--- src/rtl/branch_unit.sv ---
`default_nettype none
// ============================================================================
//  Module   : branch_unit
//  Purpose  : Resolves conditional branches and jumps in one cycle. It
//             computes the taken condition, target, next PC and link PC,
//             flags a mispredict against the fetched next PC, counts
//             mispredicts, and trains a table of 2-bit saturating counters
//             that answers taken/not-taken prediction queries.
//  Ports    : clk, rst_n (async, active-low)
//             valid_in, stall, flush  - request handshake and pipeline control
//             op[2:0]                 - EQ NE LT LTU GE GEU JAL JALR
//             pc, rs1, rs2, imm       - operands (imm is sign-extended)
//             pred_next_pc            - next PC the front end fetched
//             lookup_pc, predict_taken- combinational prediction query
//             valid_out, taken, next_pc, link_pc, mispredict - registered result
//             mispredict_count[15:0]  - saturating mispredict statistic
//  Revision : 1.0 - initial release
// ============================================================================
module branch_unit #(
  parameter int XLEN    = 32,
  parameter int BHT_IDX = 4
) (
  input  logic            clk,
  input  logic            rst_n,
  input  logic            valid_in,
  input  logic            stall,
  input  logic            flush,
  input  logic [2:0]      op,
  input  logic [XLEN-1:0] pc,
  input  logic [XLEN-1:0] rs1,
  input  logic [XLEN-1:0] rs2,
  input  logic [XLEN-1:0] imm,
  input  logic [XLEN-1:0] pred_next_pc,
  input  logic [XLEN-1:0] lookup_pc,
  output logic            predict_taken,
  output logic            valid_out,
  output logic            taken,
  output logic [XLEN-1:0] next_pc,
  output logic [XLEN-1:0] link_pc,
  output logic            mispredict,
  output logic [15:0]     mispredict_count
);

  localparam int         c_BHT_ENTRIES = 1 << BHT_IDX;
  localparam logic [2:0] c_OP_EQ   = 3'b000;
  localparam logic [2:0] c_OP_NE   = 3'b001;
  localparam logic [2:0] c_OP_LT   = 3'b010;
  localparam logic [2:0] c_OP_LTU  = 3'b011;
  localparam logic [2:0] c_OP_GE   = 3'b100;
  localparam logic [2:0] c_OP_GEU  = 3'b101;
  localparam logic [2:0] c_OP_JAL  = 3'b110;
  localparam logic [2:0] c_OP_JALR = 3'b111;

  // --------------------------------------------------------------------------
  // Condition evaluation
  // --------------------------------------------------------------------------
  logic w_eq;
  logic w_lt;
  logic w_ltu;
  logic w_taken;

  assign w_eq  = (rs1 == rs2);
  assign w_lt  = ($signed(rs1) < $signed(rs2));
  assign w_ltu = (rs1 < rs2);

  always_comb begin
    w_taken = 1'b0;
    case (op)
      c_OP_EQ:   w_taken = w_eq;
      c_OP_NE:   w_taken = ~w_eq;
      c_OP_LT:   w_taken = w_lt;
      c_OP_LTU:  w_taken = w_ltu;
      c_OP_GE:   w_taken = ~w_lt;
      c_OP_GEU:  w_taken = ~w_ltu;
      c_OP_JAL:  w_taken = 1'b1;
      c_OP_JALR: w_taken = 1'b1;
      default:   w_taken = 1'b0;
    endcase
  end

  // --------------------------------------------------------------------------
  // Target / next PC / link PC (all arithmetic wraps modulo 2^XLEN)
  // --------------------------------------------------------------------------
  logic [XLEN-1:0] w_pc_plus4;
  logic [XLEN-1:0] w_pc_target;
  logic [XLEN-1:0] w_jalr_sum;
  logic [XLEN-1:0] w_target;
  logic [XLEN-1:0] w_next_pc;
  logic            w_mispredict;

  assign w_pc_plus4  = pc + XLEN'(4);
  assign w_pc_target = pc + imm;
  assign w_jalr_sum  = rs1 + imm;
  assign w_target    = (op == c_OP_JALR) ? {w_jalr_sum[XLEN-1:1], 1'b0} : w_pc_target;
  assign w_next_pc   = w_taken ? w_target : w_pc_plus4;
  // Comparing here and registering the result is equivalent to comparing the
  // registered next_pc against a registered copy of pred_next_pc.
  assign w_mispredict = (w_next_pc != pred_next_pc);

  // --------------------------------------------------------------------------
  // Request acceptance
  // --------------------------------------------------------------------------
  logic w_accept;
  logic w_is_cond;
  logic w_bht_upd;

  assign w_accept  = valid_in & ~stall & ~flush;
  // Ops 000..101 are conditional branches; 110/111 are jumps.
  assign w_is_cond = ~(op[2] & op[1]);
  assign w_bht_upd = w_accept & w_is_cond;

  // --------------------------------------------------------------------------
  // Output stage
  // --------------------------------------------------------------------------
  logic            r_valid;
  logic            r_taken;
  logic [XLEN-1:0] r_next_pc;
  logic [XLEN-1:0] r_link_pc;
  logic            r_mispredict;
  logic [15:0]     r_mp_count;

  always_ff @(posedge clk or negedge rst_n) begin
    if (!rst_n) begin
      r_valid      <= 1'b0;
      r_taken      <= 1'b0;
      r_next_pc    <= '0;
      r_link_pc    <= '0;
      r_mispredict <= 1'b0;
    end else if (flush) begin
      // Flush wins over stall; payload fields are don't-care once invalid.
      r_valid      <= 1'b0;
      r_mispredict <= 1'b0;
    end else if (!stall) begin
      r_valid      <= valid_in;
      r_taken      <= w_taken;
      r_next_pc    <= w_next_pc;
      r_link_pc    <= w_pc_plus4;
      r_mispredict <= valid_in & w_mispredict;
    end
  end

  always_ff @(posedge clk or negedge rst_n) begin
    if (!rst_n) begin
      r_mp_count <= 16'h0000;
    end else if (w_accept && w_mispredict && (r_mp_count != 16'hFFFF)) begin
      r_mp_count <= r_mp_count + 16'h0001;
    end
  end

  assign valid_out        = r_valid;
  assign taken            = r_taken;
  assign next_pc          = r_next_pc;
  assign link_pc          = r_link_pc;
  assign mispredict       = r_mispredict;
  assign mispredict_count = r_mp_count;

  // --------------------------------------------------------------------------
  // Branch history table
  // --------------------------------------------------------------------------
  logic [1:0]         r_bht [c_BHT_ENTRIES];
  logic [BHT_IDX-1:0] w_upd_idx;
  logic [BHT_IDX-1:0] w_lkp_idx;
  logic               w_unused_lookup;

  assign w_upd_idx = pc[BHT_IDX+1:2];
  assign w_lkp_idx = lookup_pc[BHT_IDX+1:2];
  // Only the index bits of lookup_pc select an entry.
  assign w_unused_lookup = ^{lookup_pc[XLEN-1:BHT_IDX+2], lookup_pc[1:0]};

  always_ff @(posedge clk or negedge rst_n) begin
    if (!rst_n) begin
      for (int i = 0; i < c_BHT_ENTRIES; i++) begin
        r_bht[i] <= 2'b01;
      end
    end else if (w_bht_upd) begin
      if (w_taken) begin
        if (r_bht[w_upd_idx] != 2'b11) r_bht[w_upd_idx] <= r_bht[w_upd_idx] + 2'b01;
      end else begin
        if (r_bht[w_upd_idx] != 2'b00) r_bht[w_upd_idx] <= r_bht[w_upd_idx] - 2'b01;
      end
    end
  end

  // Reads the registered table, so a same-cycle update is not visible yet.
  assign predict_taken = r_bht[w_lkp_idx][1];

endmodule
`default_nettype wire

--- config.mk ---
export PLATFORM = sky130hd
export DESIGN_NAME = branch_unit
export DESIGN_NICKNAME = d
export VERILOG_FILES = /design/src/rtl/branch_unit.sv
export SDC_FILE = /design/constraint.sdc
export NUM_CORES = 1
export LEC_CHECK = 0
export BUFFER_PORTS_ARGS = -buffer_cell sky130_fd_sc_hd__clkbuf_2
export CORE_ASPECT_RATIO = 0.9
export CORE_UTILIZATION = 56
export CTS_CLUSTER_DIAMETER = 200
export DETAILED_ROUTE_END_ITERATION = 7
export HOLD_SLACK_MARGIN = 0.02
export PLACE_DENSITY = 0.83
export SLEW_MARGIN = 20
export SYNTH_ARGS = -nofsm -noshare
export SYNTH_HDL_FRONTEND = slang
export SYNTH_SLANG_ARGS = --single-unit
--- constraint.sdc ---
create_clock -name clk -period 3.2 [get_ports clk]
set_input_delay 0.96 -clock clk [delete_from_list [all_inputs] [get_ports clk]]
set_output_delay 0.96 -clock clk [all_outputs]
set_load 0.03 [all_outputs]
==> results.cfg, run 1 <==
[logic_synthesis]
netlist_top_cells_count = 216 x nand2_1, 109 x o21ai_0, 100 x ha_1
yosysMostFrequentCell = nand2_1
syn_area_per_cell_um2 = 8.232
async_flop_share = 1.000
synth_top_flop_cell = dfrtp_1
synth_top_area_frac = 0.2121
netlist_instances = 1419
synth_enable_flop_cells = 0
synth_seq_cells = 115
syn_nets = 1721
synth_seq_area_share = 0.2481
yosysWarnings = 0
yosys.cell_types.count = 97
netlist_area_mm2 = 0.01168
ys_top_cells_by_area = dfrtp_1 21%, ha_1 11%, nand2_1 6.9%, o21ai_0 4.7%, xnor2_1 4.6%
yosysTopAreaCell = dfrtp_1

[clock_tree]
cts.path.max_buffers = 2
cts-root-buf = clkbuf_16
clock_sinks = 115
cts_max_level = 4
cts_buffers = 17
hold_buffers = 0

[floorplan]
rows = 49
io_pins = 284
start_util = 0.5774
die_w_um = 154.2
dieHeight_um = 139.0

[grt]
grt_pass1_wl_um = 130200
grt_max_degree = 72
grt_usage = 0.8253
grt-ovfl-total = 15
grt_pass1_vias = 20061

[placement]
io_buffers = 255
dp_slack_ns = -1.943
hpwl_um = 40120
gp_congestion = 0.9874

[outcome]
haltStage = global routing (5_1_grt)
firstError = [ERROR GRT-0116] Global routing finished with congestion. Check the congestion regions in the DRC Viewer.
status = aborted with a tool error
metal layers:
metal  track usage  overflow
met4        0.7711         7
met2        0.9481         6
met5        0.5374         0
met3        0.7206         0
met1        0.8357         2
cell families after synthesis:
kind of cell / synth area share
AOI/OAI and AO/OA: 0.2278
xor gates and xnor gates: 0.07348
adders and majority gates: 0.1105
buffers and inverters: 0.04209
DFF: 0.2481
muxes: 0.07101
and+or+nand+nor: 0.2270
per-stage QoR:
stage | util | hold WS, ns | cells | cell area [um^2]
after floorplan | - | 0.4550 | 1419 | 11950
after global placement | 0.8292 | 0.4510 | 2329 | 16780
after detailed placement | 0.8292 | 0.4665 | 2329 | 16780
after CTS | 0.9204 | 0.4679 | 2394 | 18620
repair_timing:
| action | CTS |
|---|---|
| resized for setup | 252 |
| hold endpoints to repair | 0 |
| setup buffers | 37 |
| gates cloned | 0 |
| pin swaps | 70 |
| setup endpoints to repair | 83 |
==> run 2: changes to the inputs <==
- CORE_ASPECT_RATIO: 0.9 -> default
- CORE_UTILIZATION: 56 -> 40
- CTS_CLUSTER_DIAMETER: 200 -> default
- HOLD_SLACK_MARGIN: 0.02 -> default
- PLACE_DENSITY: 0.83 -> default
- PLACE_DENSITY_LB_ADDON: default -> 0.15
==> run 2 against run 1 <==
Synthesized cell count is the same. Area after synthesis is the same. The flow now finishes, with violations (setup timing).
==> results.cfg, run 2 <==
[outcome]
status = finished, violations left
failed_checks = setup timing

[critical_path]
cpMostUsedCell = buf_6
r2r_cells = 9
cpLargestDelayFamily = compound AO/OA/AOI/OAI gates
crit_type = input pin to register
cp-endpoint = mispredict_count[12]
crit_required_ns = 3.50
worst-path-buf-inv = 4
slowest_stage = o41a_1
r2r_slack_ns = 0.46
cp.arrival_ns = 4.66
crit_path_end_kind = register
reg2reg_from = r_bht[17]
worstSetupStartpointType = input pin
cp_max_fo = 8
crit_cells = 18
max_stage_delay_ns = 0.43
r2r-end = r_bht[17]
crit_chain = buf_6, ha_4, nor2b_4, o211ai_1, a2111oi_4, o41a_1, buf_6, o21ba_4, buf_6, a2111oi_4, nor3_2, nor4b_4, nand4_1, buf_4, nor4_4, a21oi_4, nand4_1, mux2_4
startpoint = rs1[1]

[timing]
worst_pin_slew_ns = 0.7689
timing.setup.tns_ns = -32.99
slew_violations = 0
setup_violations = 57
fin_ws_ns = -1.159
skew_ns = 0.01221
rsz0062_at_grt = true
period_minus_slack_ns = 4.359
period_share = 1.362
max_freq_mhz = 229.4
finalHoldViolations = 0
maxSlewHeadroom = 0.4874

[power_and_ir_drop]
clkPwrFrac = 0.261
p_sw_mw = 2.977
power_frac_seq = 0.239
p_int_mw = 4.933
total_power_mw = 7.909
swShare = 0.3764
power_leakage_nw = 9.273
vdd_drop_max_mv = 0.3324
power_frac_comb = 0.500
power_density_mw_per_mm2 = 406.6

[floorplan]
core_area_mm2 = 0.02870
dieArea_mm2 = 0.02989
die_w_um = 172.9
io_pins = 284
start_util = 0.4070
dieHeight_um = 172.9
rows = 62

[route]
drt_first_pass_iters = 5
wl_per_cell_um = 18.39
drtAntennaViolNets = 0
route.detailed.drc = 0
drtIter0Drc = 750
via_per_inst = 5.419
vias = 13763
drt-total-wl_um = 46710

[placement]
gp_congestion = 0.9412
io_buffers = 255
post_dp_cell_area_mm2 = 0.01704
hpwl_um = 38010

[grt]
grt_usage = 0.3043
grt_max_degree = 59
grt-ovfl-total = 0
grt_pass1_vias = 13460
grt_pass1_wl_um = 72070
antenna_found_initial = 0

[clock_tree]
cts.path.max_buffers = 2
cts_max_level = 4
clock_sinks = 115
insertion_delay_ns = 0.42
cts_buffers = 17
tritoncts = built
clk_pin_slew_worst_paths_ns = 0.05
cts-root-buf = clkbuf_16

[logic_synthesis]
yosysTopAreaCell = dfrtp_1
synth_enable_flop_cells = 0
yosysWarnings = 0
ys_top_cells_by_area = dfrtp_1 21%, ha_1 11%, nand2_1 6.9%, o21ai_0 4.7%, xnor2_1 4.6%
netlist_top_cells_count = 216 x nand2_1, 109 x o21ai_0, 100 x ha_1
synth_seq_area_share = 0.2481
netlist_area_mm2 = 0.01168
synth_top_flop_cell = dfrtp_1
syn_nets = 1721
netlist_instances = 1419
yosys.cell_types.count = 97
synth_top_area_frac = 0.2121
synth_seq_cells = 115
async_flop_share = 1.000
yosysMostFrequentCell = nand2_1
syn_area_per_cell_um2 = 8.232

[cells_and_area]
drive_gt1_frac = 0.5028
nets = 2445
final_util = 0.6777
area_growth_pct = 66.52
final_area_mm2 = 0.01945
final_cell_mix = 470 x buf_4, 242 x clkbuf_2, 197 x nand2_1
antenna_cells = 0
fillers = 2404
layout_commonest_cell = buf_4

[hold_path]
min_path_type = register to register

[run]
drv_cap = 0
[run 2: per-stage QoR]
stage	worst slack (ns)	hold slack, ns	std cells
2_1_floorplan	-1.004	0.4550	1419
3_5_place_dp	-1.873	0.4571	2470
5_1_grt	-1.264	0.4794	2540
3_3_place_gp	-1.763	0.4529	2470
6_report	-1.159	0.4581	2540
4_1_cts	-1.151	0.4619	2521
[run 2: cell type report]
type	count	area [um^2]	area share
multi-input combinational	1184	9721	0.4997
timing repair buffer	767	5487	0.2821
sequential	115	2898	0.1490
tap	384	480.5	0.02470
clock buffer	21	470.5	0.02419
inverter	58	220.2	0.01132
clock inverter	11	175.2	0.009006
[run 2: cell families (layout without fill, tap and decap cells)]
logic type	Yosys count	in the layout	share of synthesized area
compound gates	401	401	0.2278
xor+xnor	98	98	0.07348
fa+ha+maj	102	102	0.1105
buf+inv	120	857	0.04209
flops	115	115	0.2481
mux	62	62	0.07101
simple gates	521	521	0.2270
[run 2: power by group through the flow]
stage | Combinational [mW] | Clock, mW | Sequential [mW]
finish | 3.96 | 2.06 | 1.89
global route | 4.23 | 2.15 | 1.92
CTS | 3.63 | 2.08 | 1.89
detailed placement | 3.43 | 0 | 1.91
global placement | 3.39 | 0 | 1.89
floorplan | 1.49 | 0 | 2.22
[run 2: worst min-delay path by stage]
stage,from,to,slack [ns],cells past startpoint
after detailed placement,next_pc[10],next_pc[10],0.46,2
final,register,register,0.46,2
after global placement,next_pc[2],next_pc[2],0.45,2
after floorplan,register,register,0.46,2
after CTS,register,register,0.46,2
after global routing,register,register,0.48,2
[run 2: timing repair]
action                                  in CTS  in global routing
resized for setup                          127                181
pin swaps                                   43                 70
hold buffers                                 0                  0
endpoints found under the hold margin        0                  0
buffers inserted                            20                 26
cloned                                       1                  0
endpoints found under the setup margin      77                 79
[run 2: layer usage]
metal / GRT usage / part of all wire / vias to the layer above
met2: 0.5161 / 0.48 / 426
li1: - / - / 6724
met5: 0 / 0 / -
met3: 0.02990 / 0.046 / 67
met4: 0.09587 / 0.026 / 0
met1: 0.4073 / 0.45 / 6546
[run 2: worst min-delay path, stage by stage, from the launching register on]
cell and delay [ns]:
dfstp_2 0.36, nand2_1 0.04, o21ai_1 0.05
Power figures use the tool's default switching activity.
==> run 3: changes to the inputs <==
- CORE_MARGIN: default -> 2
- HOLD_SLACK_MARGIN: default -> 0.12
==> run 3 against run 2 <==
The flow still finishes with violations (setup timing). First-iteration DRC count rose by 15%. Critical path depth fell by 2. Combinational power rose by 2%. Sequential cell count did not move. Wire length rose by 3.1%. Sequential share of layout area fell by 0.24 points. Via count rose by 1.3%. Core utilization rose by 1.1 points. Design area rose by 1.6%. Clock skew fell by 0.0010 ns. Non-clock buffer count rose by 3. Die area rose by 2.3%. Critical path type unchanged. Largest cell class unchanged. Highest routed layer unchanged.
==> results.cfg, run 3 (synthesized netlist as in run 2, its figures left out) <==
[outcome]
status = finished, violations left
failed_checks = setup timing

[floorplan]
dieHeight_um = 174.9
rows = 62
start_util = 0.4070
core_area_mm2 = 0.02870
die_w_um = 174.9
io_pins = 284
dieArea_mm2 = 0.03059

[critical_path]
r2r-end = mispredict_count[9]
max_stage_delay_ns = 0.47
worstSetupStartpointType = input pin
startpoint = rs1[30]
crit_path_end_kind = register
r2r_slack_ns = 0.24
cpMostUsedCell = nand4_1
cp.arrival_ns = 4.71
crit_required_ns = 3.48
cp-endpoint = mispredict_count[12]
reg2reg_from = mispredict_count[7]
crit_chain = buf_8, ha_4, nand4_1, and4bb_4, nand2_2, a211o_4, or3_4, buf_6, nand4_1, a21boi_2, nor4b_2, nand4_1, nor4_4, a21oi_4, nand4_1, mux2_4
r2r_cells = 9
cp_max_fo = 7
slowest_stage = or3_4
crit_type = input pin to register

[power_and_ir_drop]
vdd_drop_max_mv = 0.2835
power_leakage_nw = 9.396
total_power_mw = 7.926
power_density_mw_per_mm2 = 401.0

[clock_tree]
tritoncts = built
cts_max_level = 4
clock_sinks = 115
cts.path.max_buffers = 2
cts-root-buf = clkbuf_16
cts_buffers = 17
clk_pin_slew_worst_paths_ns = 0.05
insertion_delay_ns = 0.41

[grt]
antenna_found_initial = 0
grt_usage = 0.2974
grt_pass1_wl_um = 72020
grt_pass1_vias = 13556
grt-ovfl-total = 0
grt_max_degree = 67

[cells_and_area]
final_cell_mix = 432 x buf_4, 234 x clkbuf_2, 181 x nand2_1
layout_commonest_cell = buf_4
area_growth_pct = 69.22
nets = 2448
final_cells = 2544
drive_gt1_frac = 0.5104

[timing]
skew_ns = 0.01121
rsz0062_at_grt = true
worst_pin_slew_ns = 0.6895
maxSlewHeadroom = 0.5403
finalHoldViolations = 0
setup_violations = 72
max_freq_mhz = 225.6
slew_violations = 0
fin_ws_ns = -1.232
period_share = 1.385
fin_hold_ws_ns = 0.4586
period_minus_slack_ns = 4.432

[route]
drt_first_pass_iters = 7
route.detailed.drc = 0
wl_per_cell_um = 18.93
drtAntennaViolNets = 0
vias = 13948
drt-total-wl_um = 48150
drtIter0Drc = 860
via_per_inst = 5.483

[hold_path]
min_path_type = register to register

[run]
drv_cap = 0

[placement]
gp_congestion = 0.9649
hpwl_um = 37940
dpl.cell_count = 2461
io_buffers = 255
-- run 3: cell types whose count changed in the layout (fill, tap and decap cells not counted), moves of 5 or more --
cell / previous run / this run
buf_6: 35 / 78
buf_4: 470 / 432
nand2_1: 197 / 181
nand2_2: 17 / 32
clkbuf_2: 242 / 234
o21ai_2: 11 / 18
clkinvlp_4: 5 / 0
-- run 3: routing by layer --
| metal | vias to the layer above | routed length, um | GRT usage |
|---|---|---|---|
| met5 | - | 0 | 0 |
| met4 | 0 | 1593 | 0.1017 |
| met3 | 94 | 2966 | 0.03677 |
| met2 | 521 | 23010 | 0.5028 |
| met1 | 6611 | 20580 | 0.3927 |
| li1 | 6722 | - | - |
-- run 3: worst min path at each step --
stage | endpoint | slack, ns | depth (start not counted)
floorplan | register | 0.46 | 2
global placement | link_pc[25] | 0.46 | 2
detailed placement | next_pc[20] | 0.46 | 2
CTS | register | 0.46 | 2
global route | register | 0.47 | 2
finish | register | 0.46 | 2
-- run 3: power breakdown --
group / leakage, nW / internal, mW / switching (mW)
registers: 1.42 / 1.72 / 0.182
clock network: 0.302 / 1.33 / 0.653
logic: 7.67 / 1.91 / 2.14
total: 9.40 / 4.95 / 2.98
-- run 3: layout make-up --
cell class | count | area (um^2)
antenna | 1 | 2.502
clock buffer | 27 | 513.0
clock inverter | 5 | 100.1
fill | 2339 | 8936
inverter | 58 | 222.7
multi-input combinational | 1184 | 9792
sequential | 115 | 2898
tap | 384 | 480.5
timing repair buffer | 770 | 5758
-- run 3: through the flow --
step | util | area [um^2] | setup TNS (ns) | setup slack, ns
after floorplan | - | 11950 | -31.86 | -1.004
after global placement | 0.5922 | 17000 | -82.30 | -1.741
after detailed placement | 0.5922 | 17000 | -86.74 | -1.849
after CTS | 0.6416 | 18420 | -32.90 | -1.231
after global routing | 0.6886 | 19760 | -54.92 | -1.363
final | 0.6887 | 19770 | -45.38 | -1.232
-- run 3: repair_timing --
action	in CTS	in global routing
endpoints found under the setup margin	80	78
gates resized for setup	139	248
hold buffers	0	0
cloned	0	2
setup buffers	21	33
pin swaps	41	81
-- run 3: worst max-delay path, delay by kind of cell --
family                     cells  cell delay [ns]
AOI/OAI and AO/OA              3             0.60
adders and majority gates      1             0.25
buffers and inverters          2             0.27
muxes                          1             0.31
and+or+nand+nor                9             2.31
==> run 4: changes to the inputs <==
- BUFFER_PORTS_ARGS: -buffer_cell sky130_fd_sc_hd__clkbuf_2 -> default
- DONT_BUFFER_PORTS: default -> 1
==> run 4 against run 3 <==
Sequential power up 21%. Die area is the same. Global-route usage decreased by 0.68 points. Critical path depth grew 3. Cell count shrank 13%. The run still ends with setup timing left. Largest power group unchanged.
==> results.cfg, run 4 (synthesized netlist as in run 2, its figures left out) <==
[placement]
hpwl_um = 36970
post_dp_cell_area_mm2 = 0.01522
gp_congestion = 0.9432
io_buffers = 0

[grt]
grt-ovfl-total = 0
grt_max_degree = 116
antenna_found_initial = 0
grt_pass1_wl_um = 69430
grt_pass1_vias = 12617
grt_usage = 0.2906

[clock_tree]
insertion_delay_ns = 0.41
cts_buffers = 17
cts_max_level = 4
clk_pin_slew_worst_paths_ns = 0.06
cts.path.max_buffers = 2
cts-root-buf = clkbuf_16
clock_sinks = 115
tritoncts = built
hold_buffers = 0

[run]
drv_cap = 0

[power_and_ir_drop]
power_leakage_nw = 7.674
p_int_mw = 4.490
swShare = 0.3783
power_density_mw_per_mm2 = 421.9
clkPwrFrac = 0.272
power_frac_seq = 0.318
p_sw_mw = 2.732
total_power_mw = 7.222
vdd_drop_max_mv = 0.3631
power_frac_comb = 0.410

[floorplan]
io_pins = 284
dieArea_mm2 = 0.03059
core_area_mm2 = 0.02870
dieHeight_um = 174.9
start_util = 0.4070
rows = 62
die_w_um = 174.9

[outcome]
status = finished, violations left
failed_checks = setup timing

[timing]
rsz0062_at_grt = true
setup_violations = 51
period_share = 1.338
fin_hold_ws_ns = 0.2462
period_minus_slack_ns = 4.282
slew_violations = 0
skew_ns = 0.007546
max_freq_mhz = 233.5
finalHoldViolations = 0
fin_ws_ns = -1.082
worst_pin_slew_ns = 0.8222
maxSlewHeadroom = 0.4518

[cells_and_area]
final_cell_mix = 390 x buf_4, 188 x nand2_1, 99 x dfrtp_1
drive_gt1_frac = 0.3949
multiInputGateArea_mm2 = 0.009477
layout_commonest_cell = buf_4
area_growth_pct = 46.56
final_area_mm2 = 0.01712
seq_area_mm2 = 0.002898
antenna_cells = 0
nets = 2107
fillers = 2518

[route]
drtIter0Drc = 602
route.detailed.drc = 0
drt-total-wl_um = 45370
wl_per_cell_um = 20.61
drt_first_pass_iters = 7
drtAntennaViolNets = 0
vias = 12430
wl_met3_um = 3050
wl_met2_um = 21250
top_layer = met4
routedLengthMet1_um = 19610
via_per_inst = 5.645

[critical_path]
r2r_slack_ns = 0.41
crit_type = input pin to register
worstSetupStartpointType = input pin
crit_required_ns = 3.47
reg2reg_from = r_bht[1]
cp.arrival_ns = 4.55
cp_max_fo = 7
r2r_cells = 9
crit_path_end_kind = register
r2r-end = r_bht[23]

[hold_path]
min_path_type = input pin to async pin
run 4: cell types whose count changed in the layout (fill, tap and decap cells not counted), moves of 7 or more:
cell      delta
buf_6       -46
a21oi_1     +10
buf_12       -8
buf_4       -42
a21oi_2      -7
ha_4         -8
buf_8        -8
nand2_1      +7
o21ai_2      -7
inv_1        +7
clkbuf_2   -234
o21ai_0      +8
run 4: how the worst max path moves through the flow:
stage | to | start | slack [ns]
2_1_floorplan | mispredict_count[12] | rs1[11] | -1.00
3_3_place_gp | mispredict_count[12] | rs2[10] | -1.70
3_5_place_dp | mispredict_count[12] | rs2[10] | -1.83
4_1_cts | mispredict_count[12] | rs2[1] | -1.15
5_1_grt | mispredict_count[8] | rs2[1] | -1.19
6_report | mispredict_count[8] | rs2[1] | -1.08
run 4: final cells by class:
type | instances | share of cell area
multi-input cells | 1184 | 0.5535
clock inverters | 14 | 0.01038
inverters | 58 | 0.01345
flip-flops and latches | 115 | 0.1693
clock buffers | 18 | 0.02565
repair buffers | 429 | 0.1997
well taps | 384 | 0.02806
run 4: power by group through the flow:
stage / clock network, mW / logic, mW / registers [mW]
CTS: 1.99 / 2.70 / 2.30
global placement: 0 / 2.52 / 2.31
detailed placement: 0 / 2.55 / 2.32
global route: 2.05 / 3.22 / 2.33
finish: 1.97 / 2.96 / 2.30
floorplan: 0 / 1.49 / 2.22
run 4: critical path, stage by stage:
cell and delay [ns]:
inv_12 0.01, ha_4 0.22, nor2b_4 0.12, o211ai_1 0.32, a2111oi_4 0.13, o41a_1 0.46, buf_4 0.18, o21bai_4 0.27
buf_12 0.16, buf_6 0.10, o2111ai_4 0.12, and3_1 0.17, o221a_2 0.24, nand4_1 0.10, and4bb_4 0.22, a21oi_4 0.26
buf_6 0.19, nand4_1 0.13, xnor2_1 0.18
run 4: per-layer routing:
layer  track usage  vias up
li1              -     6025
met1        0.3739     5924
met2        0.4829      408
met3       0.06245       73
met4        0.1000        0
met5             0        -
run 4: what timing repair did:
item,CTS,global route
buffers inserted,14,19
endpoints found under the setup margin,78,73
pin swaps,45,64
gates resized for setup,118,118
run 4: stage by stage:
step / instances / utilization / worst slack [ns] / setup TNS, ns
after floorplan: 1419 / - / -1.004 / -31.86
after CTS: 2189 / 0.5730 / -1.148 / -33.93
final: 2202 / 0.5965 / -1.082 / -37.18
after global placement: 2145 / 0.5304 / -1.695 / -77.52
after detailed placement: 2145 / 0.5304 / -1.833 / -87.49
after global routing: 2202 / 0.5965 / -1.192 / -43.39
